===== config.mk =====
export PLATFORM = sky130hd
export DESIGN_NAME = life_grid_writer
export DESIGN_NICKNAME = d
export VERILOG_FILES = /design/src/rtl/life_pkg.sv /design/src/rtl/life_row_popcount.sv /design/src/rtl/life_grid_writer.sv
export SDC_FILE = /design/constraint.sdc
export NUM_CORES = 1
export LEC_CHECK = 0
export ABC_AREA = 0
export CORE_AREA = 2 2 221 223
export DETAILED_ROUTE_END_ITERATION = 8
export DIE_AREA = 0 0 223 225
export PLACE_DENSITY = 0.7
export SYNTH_ARGS = -nofsm -noshare
export SYNTH_HDL_FRONTEND = slang
export SYNTH_SLANG_ARGS = --single-unit

===== constraint.sdc =====
create_clock -name clk -period 3.7 [get_ports clk]
set_clock_uncertainty 0.15 [all_clocks]
set_input_delay 0.74 -clock clk [delete_from_list [all_inputs] [get_ports clk]]
set_output_delay 0.74 -clock clk [all_outputs]
set_load 0.02 [all_outputs]

===== src/rtl/life_pkg.sv =====
// life_pkg: shared state encoding, default grid geometry and the cell-index helper
package life_pkg;
    localparam int DEF_ROWS = 16;
    localparam int DEF_COLS = 16;
    localparam int DEF_GW   = 16;
    typedef enum logic [2:0] {IDLE, FILL, LOAD, RUN, HOLD} state_t;
    function automatic int cell_idx(input int x, input int y, input int cols = DEF_COLS);
        return cols * x + y;
    endfunction
endpackage


===== src/rtl/life_row_popcount.sv =====
// life_row_popcount: combinational population count of one row word
//   row   in  W            row word
//   count out clog2(W+1)   number of set bits
module life_row_popcount #(
    parameter int W = 16
) (
    input  logic [W-1:0]             row,
    output logic [$clog2(W+1)-1:0]   count
);
    always_comb begin
        count = '0;
        for (int i = 0; i < W; i++) count = count + {{($clog2(W+1)-1){1'b0}}, row[i]};
    end
endmodule


===== src/rtl/life_grid_writer.sv =====
// life_grid_writer: streams row words into a shadow grid, loads the Life array, runs it N generations, then freezes it
//   clk/resetn             clock, synchronous active-low reset
//   row_valid/row_ready    host row-word handshake; row_data bit y = cell (x,y), gens sampled with the last row
//   grid_in                array out_data, fed back through in_data to freeze it in HOLD
//   load/in_data           array parallel-load strobe and data (cell (x,y) at bit COLS*x+y)
//   busy/done/gens_left    status: busy in FILL/LOAD/RUN, done pulses on HOLD entry, generations remaining
//   live_count             live cells of the last loaded frame; built only with LIFE_WRITER_POPCOUNT_EN, else 0
module life_grid_writer
    import life_pkg::*;
#(
    parameter int ROWS = DEF_ROWS,
    parameter int COLS = DEF_COLS,
    parameter int GW   = DEF_GW
) (
    input  logic                            clk,
    input  logic                            resetn,
    input  logic                            row_valid,
    output logic                            row_ready,
    input  logic [COLS-1:0]                 row_data,
    input  logic [GW-1:0]                   gens,
    input  logic [ROWS*COLS-1:0]            grid_in,
    output logic                            load,
    output logic [ROWS*COLS-1:0]            in_data,
    output logic                            busy,
    output logic                            done,
    output logic [GW-1:0]                   gens_left,
    output logic [$clog2(ROWS*COLS+1)-1:0]  live_count
);
    localparam int RW = $clog2(ROWS);
    localparam int LW = $clog2(ROWS*COLS+1);
    state_t               state, nxt;
    logic [RW-1:0]        r;
    logic [ROWS*COLS-1:0] shadow;
    logic [GW-1:0]        gens_q;
    logic                 acc, last;
    assign acc  = row_valid && row_ready;
    assign last = acc && r == RW'(ROWS-1);
    always_ff @(posedge clk) state <= !resetn ? IDLE : nxt;
    always_comb begin
        nxt = state;
        case (state)
            IDLE:    nxt = acc ? FILL : IDLE;
            FILL:    nxt = last ? LOAD : FILL;
            LOAD:    nxt = gens_q == '0 ? HOLD : RUN;
            RUN:     nxt = gens_left == GW'(1) ? HOLD : RUN;
            HOLD:    nxt = acc ? FILL : HOLD;
            default: nxt = IDLE;
        endcase
    end
    // HOLD feeds the array its own state so it stays frozen
    always_comb begin
        row_ready = state inside {IDLE, FILL, HOLD};
        load      = state != RUN;
        in_data   = state == HOLD ? grid_in : shadow;
        busy      = state inside {FILL, LOAD, RUN};
    end
    always_ff @(posedge clk) begin
        if (!resetn) begin
            r         <= '0;
            shadow    <= '0;
            gens_q    <= '0;
            gens_left <= '0;
            done      <= 1'b0;
        end else begin
            if (acc) begin
                shadow[cell_idx(int'(r), 0, COLS) +: COLS] <= row_data;
                r <= last ? '0 : r + 1'b1;
            end
            if (last) gens_q <= gens;
            gens_left <= nxt == RUN ? (state == RUN ? gens_left - 1'b1 : gens_q) : '0;
            done      <= nxt == HOLD && state != HOLD;
        end
    end
`ifdef LIFE_WRITER_POPCOUNT_EN
    localparam int PW = $clog2(COLS+1);
    logic [PW-1:0] row_pc;
    logic [LW-1:0] run_pc;
    life_row_popcount #(.W(COLS)) u_pc (.row(row_data), .count(row_pc));
    // row 0 restarts the running sum; the last row publishes the frame total
    always_ff @(posedge clk) begin
        if (!resetn) begin
            run_pc     <= '0;
            live_count <= '0;
        end else if (acc) begin
            run_pc <= (r == '0 ? '0 : run_pc) + LW'(row_pc);
            if (last) live_count <= run_pc + LW'(row_pc);
        end
    end
`else
    assign live_count = LW'(0);
`endif
endmodule

After elaboration in Yosys (flattened, before gate mapping). Index checks and enable logic that the tools add are counted. W data, S select, Z words.

Register bits after elaboration: 296. Bits of input ports: 291. Output and inout bits: 285. Logic and storage cells: 39.

Add/sub/neg operators: 3. Eq/ne operators: 10. Shift operators: 2. Multiplexer cells: 10. Reductions and logical operators: 8.

Operators with widths (count): $bwmux W256 (1); $mux W256 (1); $shift A16 B33 Y256 const A (1); $shiftx A16 B33 Y256 (1); $neg A8 Y33 (1); $eq A16 B1 Y1 const B (1); $logic_not A16 Y1 (1); $mux W16 (1); $sub A16 B1 Y16 const B (1); $pmux W3 S5 (1); $eq A3 B2 Y1 const B (3); $mux W3 (3); $eq A3 B3 Y1 const B (2); $reduce_bool A3 Y1 (2); $add A4 B1 Y4 const B (1); $eq A4 B4 Y1 const B (1); $mux W4 (1); $eq A3 B1 Y1 const B (1); $logic_and A1 B1 Y1 (3); $logic_not A3 Y1 (1); $ne A3 B2 Y1 const B (1); $ne A3 B3 Y1 const B (1); $mux W2 (1); $reduce_and A2 Y1 (1); $mux W1 (1).

Depth between registers and ports, before layout.
Depth after elaboration: 8. Gate-level depth with buffers: 12. Gate-level depth less buffers: 7.

Worst setup path after synthesis. No wires, ideal clock.

Path type: register to register. From: register r[2]. To: register shadow[73]. Library setup time: 0.116 ns. Data arrival time: 2.395 ns. Required time: 3.434 ns. Slack: 1.039 ns. Stages on the path, launching flop included: 13. Path buffers: 5. Period minus slack after synthesis: 2.661 ns. Cells stage by stage: dfxtp_1 -> buf_4 -> clkbuf_1 -> clkbuf_1 -> nor3_1 -> ha_1 -> inv_2 -> or2_4 -> or3_1 -> buf_2 -> buf_6 -> nand3_2 -> o21ai_2.

Longest elaborated chain between the ends: 3. Elaborated cells on any way between the ends: 4. Classes of those cells: 1 x add/sub; 2 x shift; 1 x mux.

RTL lines: from (decl) (line life_grid_writer.sv:32) `logic [RW-1:0] r;`; from (signal assigned) (line life_grid_writer.sv:67) `r <= last ? '0 : r + 1'b1;`; $neg A8 Y33 * (line life_grid_writer.sv:66) `shadow[cell_idx(int'(r), 0, COLS) +: COLS] <= row_data;`; $shiftx A16 B33 Y256 / $shift A16 B33 Y256 (equally long branches) (line life_grid_writer.sv:66); $bwmux W256 * (line life_grid_writer.sv:66); to (signal, indexed assignment) (line life_grid_writer.sv:66); to (decl) (line life_grid_writer.sv:33) `logic [ROWS*COLS-1:0] shadow;`.

Every way passes the cells marked *; elsewhere a longest branch is shown, timed or not. A chain may end at the register's enable or synchronous reset.

Worst setup path after layout.
From: register state[0]. To: output in_data[118].

Longest elaborated chain between the ends: 2.

RTL lines: from (decl) (line life_grid_writer.sv:31) `state_t state, nxt;`; from (signal assigned) (line life_grid_writer.sv:38) `always_ff @(posedge clk) state <= !resetn ? IDLE : nxt;`; $eq A3 B3 Y1 (line life_grid_writer.sv:54) `in_data = state == HOLD ? grid_in : shadow;`; $mux W256 (line life_grid_writer.sv:54); to (decl) (line life_grid_writer.sv:23) `output logic [ROWS*COLS-1:0] in_data,`.

Every way passes these cells.

==> impl_results.rst <==
.. list-table::
   :header-rows: 1

   * - Metric
     - Value
   * - PD cells
     - about 310 mW/mm^2
   * - Met2 Wirelength
     - between 20000 and 30000 um
   * - Most area-consuming cells after synthesis
     - sky130_fd_sc_hd__dfxtp_1, sky130_fd_sc_hd__mux2_2, sky130_fd_sc_hd__nand3_1
   * - Startpoint type of the worst setup path
     - flip-flop
   * - Most area-hungry cell type in the Yosys netlist
     - sky130_fd_sc_hd__dfxtp_1
   * - Routed wl met3
     - about 3800 um
   * - Reported max-cap violation count
     - 0
   * - Number of sinks handled by clock tree synthesis
     - 296
   * - Count of cells along the worst register-to-register path
     - 7
   * - Total global-route track usage
     - 0.2174
   * - CP endpoint kind
     - output pin
   * - Htree depth
     - 1
   * - Number of vias per cell after detailed routing
     - a little over 5
   * - Actual slew at the worst max-slew pin
     - around 1.1 ns
   * - Endpoint arrival time on the critical path
     - about 2.7 ns
   * - Part of the total power dissipated in sequential elements
     - 0.455
   * - Avg Inst Size Synth
     - ~9.1 um^2
   * - Final hold viol count
     - 0
   * - Combinational Power Share
     - 0.101
   * - Synthesized instance count
     - roughly 1.6k
   * - Area added between synthesis and finish
     - 49.76%
   * - Yosys warnings
     - 0
   * - Placeable core region
     - roughly 0.048 mm^2
   * - Number of enable flip-flop cells after synthesis
     - 0
   * - Register-to-register path setup slack
     - 0.70 ns
   * - Type of the most critical hold path
     - flip-flop to flip-flop
   * - Via count of the first global-routing pass
     - roughly 14k
   * - Fraction of power spent switching nets
     - 0.2393
   * - Clk network pwr share
     - 0.443
   * - Total standard cell area after synthesis
     - between 0.01 and 0.015 mm^2
   * - Commonest cells in the netlist
     - sky130_fd_sc_hd__dfxtp_1, sky130_fd_sc_hd__mux2_2, sky130_fd_sc_hd__nand3_1
   * - Fraction of layout cells with a size suffix above 1
     - 0.2033
   * - Final Total Pwr
     - between 7 and 8 mW
   * - Worst-skew pair later-pin latency
     - 0.57 ns
   * - Crit path time final
     - between 3 and 4 ns
   * - Final design instance area without fill
     - about 0.022 mm^2
   * - Post-route antenna net violation count
     - 0
   * - Uppermost layer routed
     - met4
   * - Max rail drop VDD
     - 0.3098 mV
   * - Width of the die
     - between 200 and 250 um
   * - Clock-pin slew on the worst setup and hold paths
     - roughly 0.06 ns
   * - Pre-antenna DRT Iters
     - 5
   * - Wire length of the first global-routing pass
     - around 84000 um
   * - Total Die Area
     - between 0.05 and 0.06 mm^2
   * - Leakage Power
     - between 8 and 9 nW
   * - Proportion of netlist area held by the largest area contributor
     - 0.3964
   * - Final-report setup violation count
     - 0
   * - Count of distinct cell types in the synthesized netlist
     - 61
   * - Final worst-path cycle share
     - 0.9817
   * - Slew headroom
     - 0.2437
   * - End point of the worst hold path
     - shadow[25]
   * - Hold depth
     - 2
   * - Commonest register cell after synthesis
     - sky130_fd_sc_hd__dfxtp_1
   * - CTS tree
     - done
   * - Maximum fanout encountered on the critical timing path
     - 17
   * - Number of top-level pins
     - 576
   * - Placed wire-length estimate after detailed placement
     - between 40000 and 50000 um
   * - Endpoint of the worst-slack reg-to-reg timing path
     - shadow[139]
   * - Max Transition Viols Final
     - 0
   * - Most common cell in the netlist
     - sky130_fd_sc_hd__dfxtp_1
   * - Net switching power figure
     - approximately 1.7 mW
   * - Origin of the critical flop-to-flop path
     - r[1]
   * - Via count
     - 14.22k
   * - GPL Wtd Cong
     - roughly 0.8
   * - F_max
     - about 0.28 GHz
   * - Part of the Yosys area used for sequential elements
     - 0.3964
   * - CP Class
     - flip-flop to output pin
   * - NumNets Final
     - between 2k and 2.5k
   * - CP Launch Point
     - state[0]
   * - Iteration-0 DRC count of the detailed router
     - 1086
   * - Average wire per cell in the routed design
     - 21.12 um
   * - Post-synth ARST share
     - 0
   * - Post-route non-filler standard cell count
     - about 2.8k
   * - # rows
     - 80
   * - Number of buffers inserted during clock tree synthesis
     - 31
   * - Clock root cell
     - sky130_fd_sc_hd__clkbuf_16
   * - Filler cell count
     - between 4k and 5k
   * - Pin count of the biggest net entering global routing
     - 105
   * - Cell-internal power
     - around 5.4 mW
   * - Overflow after GRT
     - 0
   * - Initial core utilization
     - 0.3144
   * - Post-DP Area
     - 0.02117 mm^2
   * - Die extent in y
     - between 200 and 250 um
   * - Launch instance of the worst min-delay path
     - shadow[25]
   * - Critical path required time
     - 2.81 ns
   * - Detailed-route wire length on metal 1
     - between 20000 and 25000 um
   * - Final wirelength
     - just under 60000 um
   * - Synth Register Bits
     - between 200 and 300
   * - DRC violation count after routing
     - 0
   * - Result of the run
     - finished clean
   * - Port buffer count
     - about 570
   * - Number of buffers between clock root and the deepest sink
     - 3
   * - Post-layout utilization of the core
     - 0.4709
   * - Initial antenna violation count
     - 2
   * - Placed Instances
     - ~2.7k
==> critical path: stages (launching register included) <==
cell and delay (ns):
sky130_fd_sc_hd__dfxtp_1 0.38, sky130_fd_sc_hd__nor2_1 0.16, sky130_fd_sc_hd__and2_4 0.28, sky130_fd_sc_hd__buf_16 0.20
sky130_fd_sc_hd__clkbuf_16 0.22, sky130_fd_sc_hd__mux2_2 0.35, sky130_fd_sc_hd__clkdlybuf4s50_1 0.54
==> cells in the final DEF (no fill, tap or decap), types with 7 or more instances in the layout <==
cell,n
sky130_fd_sc_hd__a21boi_1,29
sky130_fd_sc_hd__clkbuf_16,35
sky130_fd_sc_hd__nand3_2,15
sky130_fd_sc_hd__nand3_1,231
sky130_fd_sc_hd__mux2i_1,35
sky130_fd_sc_hd__nand3b_1,18
sky130_fd_sc_hd__nor2_1,32
sky130_fd_sc_hd__xnor2_1,7
sky130_fd_sc_hd__buf_4,52
sky130_fd_sc_hd__o21ai_0,113
sky130_fd_sc_hd__o21ai_2,18
sky130_fd_sc_hd__inv_1,8
sky130_fd_sc_hd__nand4_1,33
sky130_fd_sc_hd__dfxtp_1,296
sky130_fd_sc_hd__dlymetal6s2s_1,25
sky130_fd_sc_hd__a21boi_0,68
sky130_fd_sc_hd__and2_1,7
sky130_fd_sc_hd__clkbuf_8,9
sky130_fd_sc_hd__a211oi_1,13
sky130_fd_sc_hd__clkinv_2,8
sky130_fd_sc_hd__nand2_1,184
sky130_fd_sc_hd__mux2_2,256
sky130_fd_sc_hd__a22o_1,16
sky130_fd_sc_hd__dlygate4sd2_1,10
sky130_fd_sc_hd__conb_1,9
sky130_fd_sc_hd__clkdlybuf4s50_1,530
==> layout make-up <==
type | count | area, um^2 | area share
Timing Repair Buffer | 630 | 6389 | 0.2853
Tap cell | 615 | 769.5 | 0.03437
Inverter | 10 | 40.04 | 0.001788
Antenna cell | 1 | 2.502 | 0.0001118
Multi-Input combinational cell | 1170 | 8243 | 0.3681
Sequential cell | 296 | 5926 | 0.2647
Clock inverter | 13 | 102.6 | 0.004582
Clock buffer | 45 | 918.4 | 0.04102
==> cells by family after synthesis <==
group | share of synthesized area
other cells | 0.0002508
flops | 0.3964
mux | 0.2163
compound gates | 0.1238
xor+xnor | 0.008118
fa+ha+maj | 0.005021
simple gates | 0.1937
buf+inv | 0.05657
==> flip-flops by register name (all words and copies together) (netlist names) <==
register and cells:
gens_left 16, state 3, r 4, done 1
shadow 256, gens_q 16
==> layer usage <==
layer,track usage,vias up
met3,0.03481,85
met2,0.3864,583
li1,-,6798
met5,0,-
met1,0.2689,6749
met4,0.06755,0
==> worst max path at each step <==
stage                     slack (ns)           end
after floorplan                 1.04    shadow[73]
after global placement          0.56   shadow[130]
after detailed placement        0.51   shadow[139]
after CTS                      -0.02   in_data[87]
after global routing           -0.01  in_data[118]
final                           0.07  in_data[118]
==> metrics by stage <==
| step | hold slack [ns] | TNS, ns | setup WS (ns) |
|---|---|---|---|
| floorplan | 0.2783 | 0 | 1.039 |
| global placement | 0.2945 | 0 | 0.5596 |
| detailed placement | 0.2980 | 0 | 0.5147 |
| CTS | 0.3066 | -0.02736 | -0.01550 |
| global route | 0.3229 | -0.01844 | -0.01007 |
| finish | 0.3055 | 0 | 0.06763 |
==> what timing repair did <==
action	4_1_cts	5_1_grt
hold buffers	0	0
gates resized for setup	11	28
buffers inserted	0	1
hold endpoints to repair	0	0
cloned	0	5
setup endpoints to repair	55	157
==> power groups by stage <==
stage	registers (mW)	clock network [mW]	logic, mW
2_1_floorplan	3.27	0	0.241
3_3_place_gp	3.28	0	0.702
3_5_place_dp	3.28	0	0.709
4_1_cts	3.21	3.17	0.715
5_1_grt	3.21	3.30	0.753
6_report	3.21	3.12	0.713
No activity file was read; power rests on OpenSTA's default activity.
